File: src/rtl/gray_pkg.sv
// Shared gray-code helpers, used by the local decoder and by the remote
// bin->gray encoder. The functions work on a GRAY_MAX_W-bit container.
// Narrower callers zero-extend their operands, so the prefix XOR is not disturbed.
package gray_pkg;

   localparam int unsigned GRAY_MAX_W = 32;

   // Both ends of the crossing reset to this value, so the first sample
   // after reset is consistent.
   localparam logic [GRAY_MAX_W-1:0] GRAY_RST_VAL = '0;

   function automatic logic [GRAY_MAX_W-1:0] gray2bin(input logic [GRAY_MAX_W-1:0] g);
      logic [GRAY_MAX_W-1:0] b;
      b = g;
      for (int i = GRAY_MAX_W - 2; i >= 0; i--) begin
         b[i] = b[i+1] ^ g[i];
      end
      return b;
   endfunction

   function automatic logic [GRAY_MAX_W-1:0] bin2gray(input logic [GRAY_MAX_W-1:0] b);
      return b ^ (b >> 1);
   endfunction

   function automatic int unsigned popcount(input logic [GRAY_MAX_W-1:0] v);
      int unsigned cnt;
      cnt = 0;
      for (int i = 0; i < GRAY_MAX_W; i++) begin
         if (v[i]) cnt++;
      end
      return cnt;
   endfunction

endpackage

File: src/rtl/gray_to_bin.sv
// Combinational gray -> binary decode at the exact port width.
// It uses the same prefix-XOR as gray_pkg::gray2bin: the MSB is copied,
// and each lower bit is the XOR of the bit above it with its own gray bit.
module gray_to_bin #(
   parameter int unsigned WIDTH = 4
) (
   input  logic [WIDTH-1:0] gray_i,
   output logic [WIDTH-1:0] bin_o
);

   // MSB-first prefix XOR; no carry chain involved.
   always_comb begin
      bin_o            = '0;
      bin_o[WIDTH-1]   = gray_i[WIDTH-1];
      for (int i = int'(WIDTH) - 2; i >= 0; i--) begin
         bin_o[i] = bin_o[i+1] ^ gray_i[i];
      end
   end

endmodule

File: src/rtl/gray_sync_decoder.sv
// Receive side of a gray-coded clock-domain crossing. The decoder
// synchronises gray_in into clk and decodes it to binary. Each cycle it
// reports change, increment delta and multi-bit gray jumps.
// Optional feature macro: GRAY_SYNC_ERR_EN
//   defined   -> popcount comparator plus sticky err flop; err_clr clears it.
//   undefined -> err is tied low and err_clr is ignored. The ports stay the same.
module gray_sync_decoder
   import gray_pkg::*;
#(
   parameter int unsigned WIDTH       = 4,
   parameter int unsigned SYNC_STAGES = 2
) (
   input  logic             clk,
   input  logic             rst_n,
   input  logic [WIDTH-1:0] gray_in,
   input  logic             err_clr,
   output logic [WIDTH-1:0] bin_out,
   output logic [WIDTH-1:0] delta,
   output logic             changed,
   output logic             err
);

   logic [WIDTH-1:0] sync_q [SYNC_STAGES];
   logic [WIDTH-1:0] gray_s;
   logic [WIDTH-1:0] gray_q, gray_d;
   logic [WIDTH-1:0] bin_s, bin_prev;
   logic [WIDTH-1:0] bin_q, bin_d;
   logic [WIDTH-1:0] delta_q, delta_d;
   logic             changed_q, changed_d;
   logic             gray_diff;

   // Multi-flop synchroniser. Only one bit moves per legal step, so a
   // metastable capture resolves to either the old code or the new code.
   always_ff @(posedge clk or negedge rst_n) begin
      if (!rst_n) begin
         for (int k = 0; k < int'(SYNC_STAGES); k++) begin
            sync_q[k] <= GRAY_RST_VAL[WIDTH-1:0];
         end
      end else begin
         sync_q[0] <= gray_in;
         for (int k = 1; k < int'(SYNC_STAGES); k++) begin
            sync_q[k] <= sync_q[k-1];
         end
      end
   end

   assign gray_s = sync_q[SYNC_STAGES-1];

   // The previous sample is decoded again from gray_q rather than read from
   // bin_q. This keeps the delta path independent of the output register.
   gray_to_bin #(.WIDTH(WIDTH)) u_g2b_new (
      .gray_i (gray_s),
      .bin_o  (bin_s)
   );

   gray_to_bin #(.WIDTH(WIDTH)) u_g2b_prev (
      .gray_i (gray_q),
      .bin_o  (bin_prev)
   );

   assign gray_diff = (gray_s != gray_q);

   // Next-state for the output stage. Subtraction wraps modulo 2^WIDTH,
   // so 15->0 gives +1 and a backward step gives all-ones.
   always_comb begin
      gray_d    = gray_s;
      bin_d     = bin_s;
      changed_d = gray_diff;
      delta_d   = '0;
      if (gray_diff) begin
         delta_d = bin_s - bin_prev;
      end
   end

   // Output register stage.
   always_ff @(posedge clk or negedge rst_n) begin
      if (!rst_n) begin
         gray_q    <= GRAY_RST_VAL[WIDTH-1:0];
         bin_q     <= '0;
         delta_q   <= '0;
         changed_q <= 1'b0;
      end else begin
         gray_q    <= gray_d;
         bin_q     <= bin_d;
         delta_q   <= delta_d;
         changed_q <= changed_d;
      end
   end

   assign bin_out = bin_q;
   assign delta   = delta_q;
   assign changed = changed_q;

`ifdef GRAY_SYNC_ERR_EN
   logic err_q, err_d;
   logic multi_flip;

   assign multi_flip = (popcount(GRAY_MAX_W'(gray_s ^ gray_q)) > 32'd1);

   // Sticky error flag. A new illegal jump takes priority over a
   // clear that arrives in the same cycle.
   always_comb begin
      err_d = err_q;
      if (err_clr)    err_d = 1'b0;
      if (multi_flip) err_d = 1'b1;
   end

   // Error flag register.
   always_ff @(posedge clk or negedge rst_n) begin
      if (!rst_n) err_q <= 1'b0;
      else        err_q <= err_d;
   end

   assign err = err_q;
`else
   logic unused_err_clr;
   assign unused_err_clr = err_clr;
   assign err            = 1'b0;
`endif

endmodule

File: config.mk
export PLATFORM = sky130hd
export DESIGN_NAME = gray_sync_decoder
export DESIGN_NICKNAME = d
export VERILOG_FILES = /design/src/rtl/gray_pkg.sv /design/src/rtl/gray_to_bin.sv /design/src/rtl/gray_sync_decoder.sv
export SDC_FILE = /design/constraint.sdc
export NUM_CORES = 1
export LEC_CHECK = 0
export BUFFER_PORTS_ARGS = -buffer_cell sky130_fd_sc_hd__buf_2
export CORE_MARGIN = 2
export CORE_UTILIZATION = 55
export DETAILED_ROUTE_END_ITERATION = 10
export PLACE_DENSITY = 0.79
export SYNTH_ARGS = -nofsm -noshare
export SYNTH_HDL_FRONTEND = slang
export SYNTH_HIERARCHICAL = 1
export SYNTH_SLANG_ARGS = --single-unit
File: constraint.sdc
create_clock -name clk -period 3.1 [get_ports clk]
set_clock_uncertainty 0.05 [all_clocks]
set_input_delay 0.465 -clock clk [delete_from_list [all_inputs] [get_ports clk]]
set_output_delay 0.465 -clock clk [all_outputs]
set_load 0.01 [all_outputs]
== Word-level counts from Yosys, hierarchy flattened ==
Cells that the tools add are included.

* Memories: 0
* Bits in writable memories: 0
* Bits of input ports: 7
* Latch bits: 0
* Memory bits (read-only): 0
* Bits in registers: 21

* Mux-type cells: 1
* Multipliers: 0
* $add $sub $neg: 1
* Reduce and logical (&&, ||, !) cells: 0
* Shifts and indexed selects: 0
* Bitwise logic cells: 6
* Magnitude comparators: 0
* Divide/modulo/power cells: 0
* Equality and inequality tests: 1

{| class="wikitable"
|+ Operators with widths
! kind !! count
|-
| $xor 1x1->1 || 6
|-
| $mux 4 || 1
|-
| $ne 4x4->1 || 1
|-
| $sub 4x4->4 || 1
|}

== Logic depth before layout (Yosys ltp) ==
Gate-level depths: netlist (run 1).

* Depth in word-level cells: 5
* Gate-level depth with buffers: 8

== Cells and area by module ==
Netlist (run 1), hierarchy kept.

{| class="wikitable"
|+ Modules (own cells, without submodules)
! module !! times used !! sequential area each (µm²) !! cells an instance !! area an instance (µm²)
|-
| gray_sync_decoder || 1 || 525.5 || 47 || 721.9
|-
| gray_to_bin || 2 || 0.0 || 5 || 50.0
|}

== Worst setup path before layout (run 1) ==
Ideal clock, no wire load.

* Kind: reg2reg
* From: register sync_q, in the netlist gray_d[2]
* To: register delta_q[1] (netlist: delta[1])
* Path slack: 1.312 ns
* Library setup time: 0.137 ns
* Data required time: 2.913 ns
* Cell stages (with the launch flop): 8
* Arrival time: 1.601 ns
* Cells stage by stage: dfrtp_1 xor2_2 xnor2_1 inv_1 ha_1 inv_1 fa_1 nor2b_1

* Longest elaborated chain between the ends: 5

{| class="wikitable"
|+ Ends and longest elaborated chain
! element !! line !! text
|-
| start: declaration || gray_sync_decoder.sv:23 || <nowiki>logic [WIDTH-1:0] sync_q [SYNC_STAGES];</nowiki>
|-
| start signal: indexed assignment || gray_sync_decoder.sv:37 || <nowiki>sync_q[k] <= GRAY_RST_VAL[WIDTH-1:0];</nowiki>
|-
| start signal: indexed assignment || gray_sync_decoder.sv:42 || <nowiki>sync_q[k] <= sync_q[k-1];</nowiki>
|-
| $xor 1x1->1 || gray_to_bin.sv:16 || <nowiki>bin_o[i] = bin_o[i+1] ^ gray_i[i];</nowiki>
|-
| named net bin_d[2] || gray_sync_decoder.sv:27 || <nowiki>logic [WIDTH-1:0] bin_q, bin_d;</nowiki>
|-
| $xor 1x1->1 (2 in series) || gray_to_bin.sv:16 ||
|-
| named net bin_d[0] || gray_sync_decoder.sv:27 ||
|-
| $sub 4x4->4 || gray_sync_decoder.sv:71 || <nowiki>delta_d = bin_s - bin_prev;</nowiki>
|-
| $mux 4 || gray_sync_decoder.sv:70 || <nowiki>if (gray_diff) begin</nowiki>
|-
| named net delta_d[1] || gray_sync_decoder.sv:28 || <nowiki>logic [WIDTH-1:0] delta_q, delta_d;</nowiki>
|-
| end signal: assignment || gray_sync_decoder.sv:85 || <nowiki>delta_q <= delta_d;</nowiki>
|-
| end: declaration || gray_sync_decoder.sv:28 ||
|}

The timed path passes the listed nets, and every way through them passes these cells.

== Final worst setup path (run 1) ==
* From: register sync_q, in the netlist gray_d[3]
* To: register delta_q[1] (netlist: delta[1])

Same word-level chain as after synthesis.

==> impl_metrics.py, run 1 <==
metrics = {
    "cells_and_area": {
        "fin_util_pct": 67.8,
        "drive_gt1_share_pct": 29.2,
        "fin_cells": 87,
        "diodes": 0,
        "final_cell_mix": "21 x dfrtp_1, 14 x buf_2, 7 x xor2_1, 5 x inv_1, 5 x xnor2_1",
        "fin_nets": 84,
        "postLayoutCellArea_um2": 916,
        "layout_commonest_cell": "dfrtp_1",
        "syn_to_final_growth_pct": 11.4,
    },
    "clock_tree": {
        "post_cts_resize_count": 0,
        "hold_buffers": 0,
        "cts_setup_buffers": 0,
        "clkSinkCount": 21,
        "clk_root_buffer_cell": "clkbuf_4",
        "cts.path.max_buffers": 2,
        "cts_htree_levels": 1,
        "tritoncts": "built",
        "insertion_delay_ns": 0.29,
        "cts_buffers": 3,
        "clk_pin_slew_ns": 0.11,
    },
    "pwr": {
        "vdd_drop_max_mv": 0.423,
        "power_mw": 0.572,
        "power_leakage_nw": 0.435,
        "cellPowerDensity_nw_per_um2": 625,
    },
    "routing": {
        "post-route-drc-count": 0,
        "wire_per_inst_um": 10.3,
        "via_count": 425,
        "drt-total-wl_um": 896,
        "antenna_left": 0,
        "viasPerCell": 4.89,
        "drt-pass1-iter-count": 4,
        "initialDrtViolationCount": 3,
    },
    "place": {
        "place_area_um2": 888,
        "post-place-ws_ns": 1.11,
        "hpwl_um": 678,
        "placed_cells": 83,
        "place.gp.congestion": 0.760,
        "port_buffers": 14,
    },
    "sta": {
        "grt_setup_unrepaired": "no",
        "fmax_ghz": 0.508,
        "hold-worst-slack_ns": 0.0412,
        "setup_ws_ns": 1.13,
        "finalSetupTns_ns": 0,
        "fin_crit_sh_pct": 63.5,
        "hold_viol": 0,
        "setup_viol": 0,
        "fin_crit_ns": 1.97,
        "worstMarginPinSlew_ns": 0.506,
        "slew_viol_final": 0,
        "relSlewSlack_pct": 66.0,
    },
    "global_routing": {
        "grt_start_max_net_pins": 22,
        "grt_overflow": 0,
        "grt_pass1_wl_um": 1630,
        "grt_pass1_vias": 399,
        "antenna_found_initial": 0,
        "grt_use_total_pct": 12.9,
    },
    "setup_path": {
        "path_buf_inv": 2,
        "end_kind": "flop",
        "critical_path_class": "flop to flop",
        "cpMostUsedCell": "inv_1",
        "start_kind": "flop",
        "worstPathCellList": "xor2_2 -> xnor2_1 -> inv_1 -> ha_1 -> inv_1 -> fa_1 -> nor2b_1",
        "crit_path_max_incr_delay_ns": 0.49,
        "worstPathArrival_ns": 2.09,
        "cpMaxStageDelayCell": "dfrtp_1",
        "path_delay_family": "adder cells",
        "cp.required_ns": 3.22,
        "crit_fanout": 5,
    },
    "synth": {
        "ys_types": 16,
        "netlist_area_um2": 822,
        "synth_fp_nets": 68,
        "ys_warn_count": 6,
        "ys_seq_area_share_pct": 63.9,
        "synthesis.instances": 57,
        "synth-seq-cells": 21,
        "avgSynthCellArea_um2": 14.4,
    },
    "die": {
        "start_util_pct": 60.9,
        "die_w_um": 42.7,
        "coreArea_um2": 1350,
        "dieArea_um2": 1820,
        "ios": 17,
        "die_h_um": 42.7,
        "placement_rows": 13,
    },
    "run": {
        "maxCapViolCount": 0,
    },
    "worst_hold_path": {
        "holdCritPathClass": "input port to asynchronous set/reset pin",
    },
    "status": {
        "status": "finished, final reports clean",
    },
}
-- cell usage after synthesis, drive strengths merged --
library cell / instances / share of area [%]
dfrtp: 21 / 64
xor2: 9 / 11
inv: 5 / 2.3
xnor2: 5 / 5.3
buf: 3 / 2.7
ha: 3 / 4.6
a21oi: 2 / 1.2
nor2: 2 / 0.91
conb: 1 / 0.46
fa: 1 / 2.4
nand3: 1 / 0.61
nand3b: 1 / 0.91
nor2b: 1 / 0.76
nor3b: 1 / 0.91
nor4: 1 / 1.5
-- cells by family after synthesis --
logic type / count (synthesis) / synth area share, %
buf+inv: 8 / 5.02
fa+ha+maj: 4 / 7.00
simple gates: 7 / 5.63
xor+xnor: 14 / 16.7
other cells: 1 / 0.456
compound gates: 2 / 1.22
flops: 21 / 63.9
-- layout make-up --
cell class                 instances  area [um^2]
sequential                        21          526
clock inverter                     1         5.00
tap                               15         18.8
multi-input combinational         28          255
clock buffer                       3         22.5
timing repair buffer              14         70.1
fill                             111          434
inverter                           5         18.8
-- routing by layer --
| layer | share of wire (%) | global-route usage (%) | vias up |
|---|---|---|---|
| met5 | 0 | 0 | - |
| met4 | 0 | 9.38 | 0 |
| met2 | 51 | 20.3 | 16 |
| li1 | - | - | 201 |
| met1 | 42 | 14.0 | 208 |
| met3 | 6.8 | 5.11 | 0 |
-- flip-flops by register name, indices dropped and copies added (netlist names) --
| signal | flops |
|---|---|
| bin_out | 4 |
| changed | 1 |
| gray_d | 4 |
| gray_q | 4 |
| sync_q | 4 |
| delta | 4 |
-- power by group --
group	switching [mW]	total, mW	internal, mW
logic	0.0668	0.125	0.0585
registers	0.0132	0.323	0.310
clock network	0.0755	0.124	0.0480
-- path summary, 6_finish.rpt --
path                             from         end  slack, ns  cells past startpoint
setup / recovery            gray_d[3]    delta[1]       1.13                      7
hold / removal                  rst_n  bin_out[1]       0.04                      1
setup reg to reg            gray_d[3]    delta[1]       1.13                      7
hold reg to reg             sync_q[7]   gray_d[3]       0.31                      0
max in group asynchronous       rst_n   sync_q[4]       2.67                      1
min in group clk           gray_in[0]   sync_q[4]       0.22                      1
-- worst reg2reg max path, delay by kind of cell (launching register included) --
family,cells,cell delay [ns]
simple gates,1,0.14
xor+xnor,2,0.45
fa+ha+maj,2,0.59
flops,1,0.49
buf+inv,2,0.13
Power figures use the tool's default switching activity.
==> inputs of run 2 (changes only) <==
--- a/config.mk
+++ b/config.mk
@@ -7,9 +7,9 @@
 export LEC_CHECK = 0
 export BUFFER_PORTS_ARGS = -buffer_cell sky130_fd_sc_hd__buf_2
 export CORE_MARGIN = 2
-export CORE_UTILIZATION = 55
+export CORE_UTILIZATION = 51
 export DETAILED_ROUTE_END_ITERATION = 10
-export PLACE_DENSITY = 0.79
+export PLACE_DENSITY = 0.74
 export SYNTH_ARGS = -nofsm -noshare
 export SYNTH_HDL_FRONTEND = slang
 export SYNTH_HIERARCHICAL = 1
==> constraint.sdc (replaced) <==
create_clock -name clk -period 2 [get_ports clk]
set_clock_uncertainty 0.05 [all_clocks]
set_input_delay 0.3 -clock clk [delete_from_list [all_inputs] [get_ports clk]]
set_output_delay 0.3 -clock clk [all_outputs]
set_load 0.01 [all_outputs]
==> impl_metrics.py, run 2 (synthesis results as in run 1) <==
metrics = {
    "status": {
        "status": "finished, final reports clean",
    },
    "setup_path": {
        "r2r_end": "delta[1]",
        "worstPathArrival_ns": 2.04,
        "cp.required_ns": 2.12,
        "critical_path_class": "flop to flop",
        "startpoint": "gray_d[3]",
        "rrSetupSlack_ns": 0.08,
        "crit_fanout": 4,
        "worstReg2RegStart": "gray_d[3]",
        "start_kind": "flop",
        "rr_worst_depth": 7,
        "crit_end": "delta[1]",
        "end_kind": "flop",
    },
    "pwr": {
        "vdd_drop_max_mv": 0.666,
        "cellPowerDensity_nw_per_um2": 942,
        "power_leakage_nw": 0.460,
    },
    "clock_tree": {
        "tritoncts": "built",
        "cts_buffers": 3,
        "clk_root_buffer_cell": "clkbuf_4",
        "clkSinkCount": 21,
        "clk_pin_slew_ns": 0.10,
        "cts.path.max_buffers": 2,
        "cts_htree_levels": 1,
        "insertion_delay_ns": 0.29,
    },
    "worst_hold_path": {
        "holdCritPathClass": "input port to flop",
    },
    "run": {
        "maxCapViolCount": 0,
    },
    "sta": {
        "fin_crit_ns": 1.92,
        "fin_crit_sh_pct": 96.0,
        "setup_viol": 0,
        "slew_viol_final": 0,
        "hold-worst-slack_ns": 0.0522,
        "fmax_ghz": 0.521,
        "finalSetupTns_ns": 0,
        "hold_viol": 0,
    },
    "routing": {
        "initialDrtViolationCount": 3,
        "viasPerCell": 4.61,
        "post-route-drc-count": 0,
        "wire_per_inst_um": 11.1,
        "drt-pass1-iter-count": 4,
        "via_count": 424,
        "drt-total-wl_um": 1020,
        "antenna_left": 0,
    },
    "cells_and_area": {
        "postLayoutCellArea_um2": 966,
        "diodes": 0,
        "layout_commonest_cell": "dfrtp_1",
        "fin_nets": 88,
        "syn_to_final_growth_pct": 17.5,
        "final_cell_mix": "21 x dfrtp_1, 14 x buf_2, 7 x xor2_1, 5 x inv_1",
        "drive_gt1_share_pct": 34.2,
    },
    "global_routing": {
        "grt_pass1_wl_um": 1690,
        "grt_start_max_net_pins": 22,
        "antenna_found_initial": 0,
        "grt_overflow": 0,
        "grt_use_total_pct": 12.6,
        "grt_pass1_vias": 407,
    },
    "place": {
        "hpwl_um": 731,
        "place_area_um2": 897,
        "place.gp.congestion": 0.679,
        "port_buffers": 14,
    },
    "die": {
        "die_w_um": 44.1,
        "ios": 17,
        "placement_rows": 14,
        "die_h_um": 44.1,
        "start_util_pct": 54.6,
        "dieArea_um2": 1950,
        "coreArea_um2": 1510,
    },
}
run 2: changes by cell type in the layout (fill, tap and decap cells not counted), sizes merged:
cell and change:
buf +3, clkbuf +1, clkinv -1, dlygate4sd3 +1
run 2: per-stage QoR:
step | total power [mW] | setup WS, ns | util, % | instances
detailed placement | 0.714 | 0.0475 | 59.6 | 85
CTS | 0.910 | 0.0232 | 62.0 | 90
floorplan | 0.641 | 0.212 | - | 57
global placement | 0.704 | 0.107 | 59.6 | 85
global route | 0.972 | -0.00206 | 64.1 | 92
finish | 0.910 | 0.0803 | 64.1 | 92
run 2: how the worst min path moves through the flow:
stage | startpoint | slack, ns | to | depth (start not counted)
6_report | gray_in[3] | 0.05 | sync_q[7] | 1
5_1_grt | gray_in[2] | 0.03 | sync_q[6] | 1
4_1_cts | gray_in[2] | 0.04 | sync_q[6] | 1
3_3_place_gp | rst_n | 0.22 | delta[2] | 1
3_5_place_dp | rst_n | 0.22 | delta[3] | 1
2_1_floorplan | rst_n | -0.05 | bin_out[0] | 0
run 2: metal layers:
layer	GRT usage (%)	wire length, um	up-vias
met5	0	0	-
met4	10.9	14	0
met3	2.45	58	2
met2	20.9	556	15
met1	13.8	390	198
li1	-	-	209
run 2: final cells by class:
type	instances	area [um^2]
Timing Repair Buffer	18	103
Clock buffer	4	26.3
Sequential cell	21	526
Fill cell	121	541
Tap cell	16	20.0
Multi-Input combinational cell	28	273
Inverter	5	18.8
run 2: worst max-delay path: stages, from the launching register on:
cell and delay [ns]:
dfrtp_1 0.43, xor2_2 0.30, xnor2_2 0.16, inv_1 0.07, ha_2 0.17, inv_1 0.07, fa_1 0.40, nor2b_1 0.14
run 2: report_power, final:
part	switching, mW	total [mW]	leakage [nW]	internal, mW
Clock	0.112	0.190	0.0150	0.0776
Sequential	0.0200	0.500	0.243	0.480
Combinational	0.114	0.219	0.203	0.106
run 2: repair_timing:
item                                    4_1_cts  5_1_grt
endpoints found under the hold margin        21        0
setup buffers                                 0        2
hold buffers                                  1        0
endpoints found under the setup margin        0        2
resized for setup                             0        3
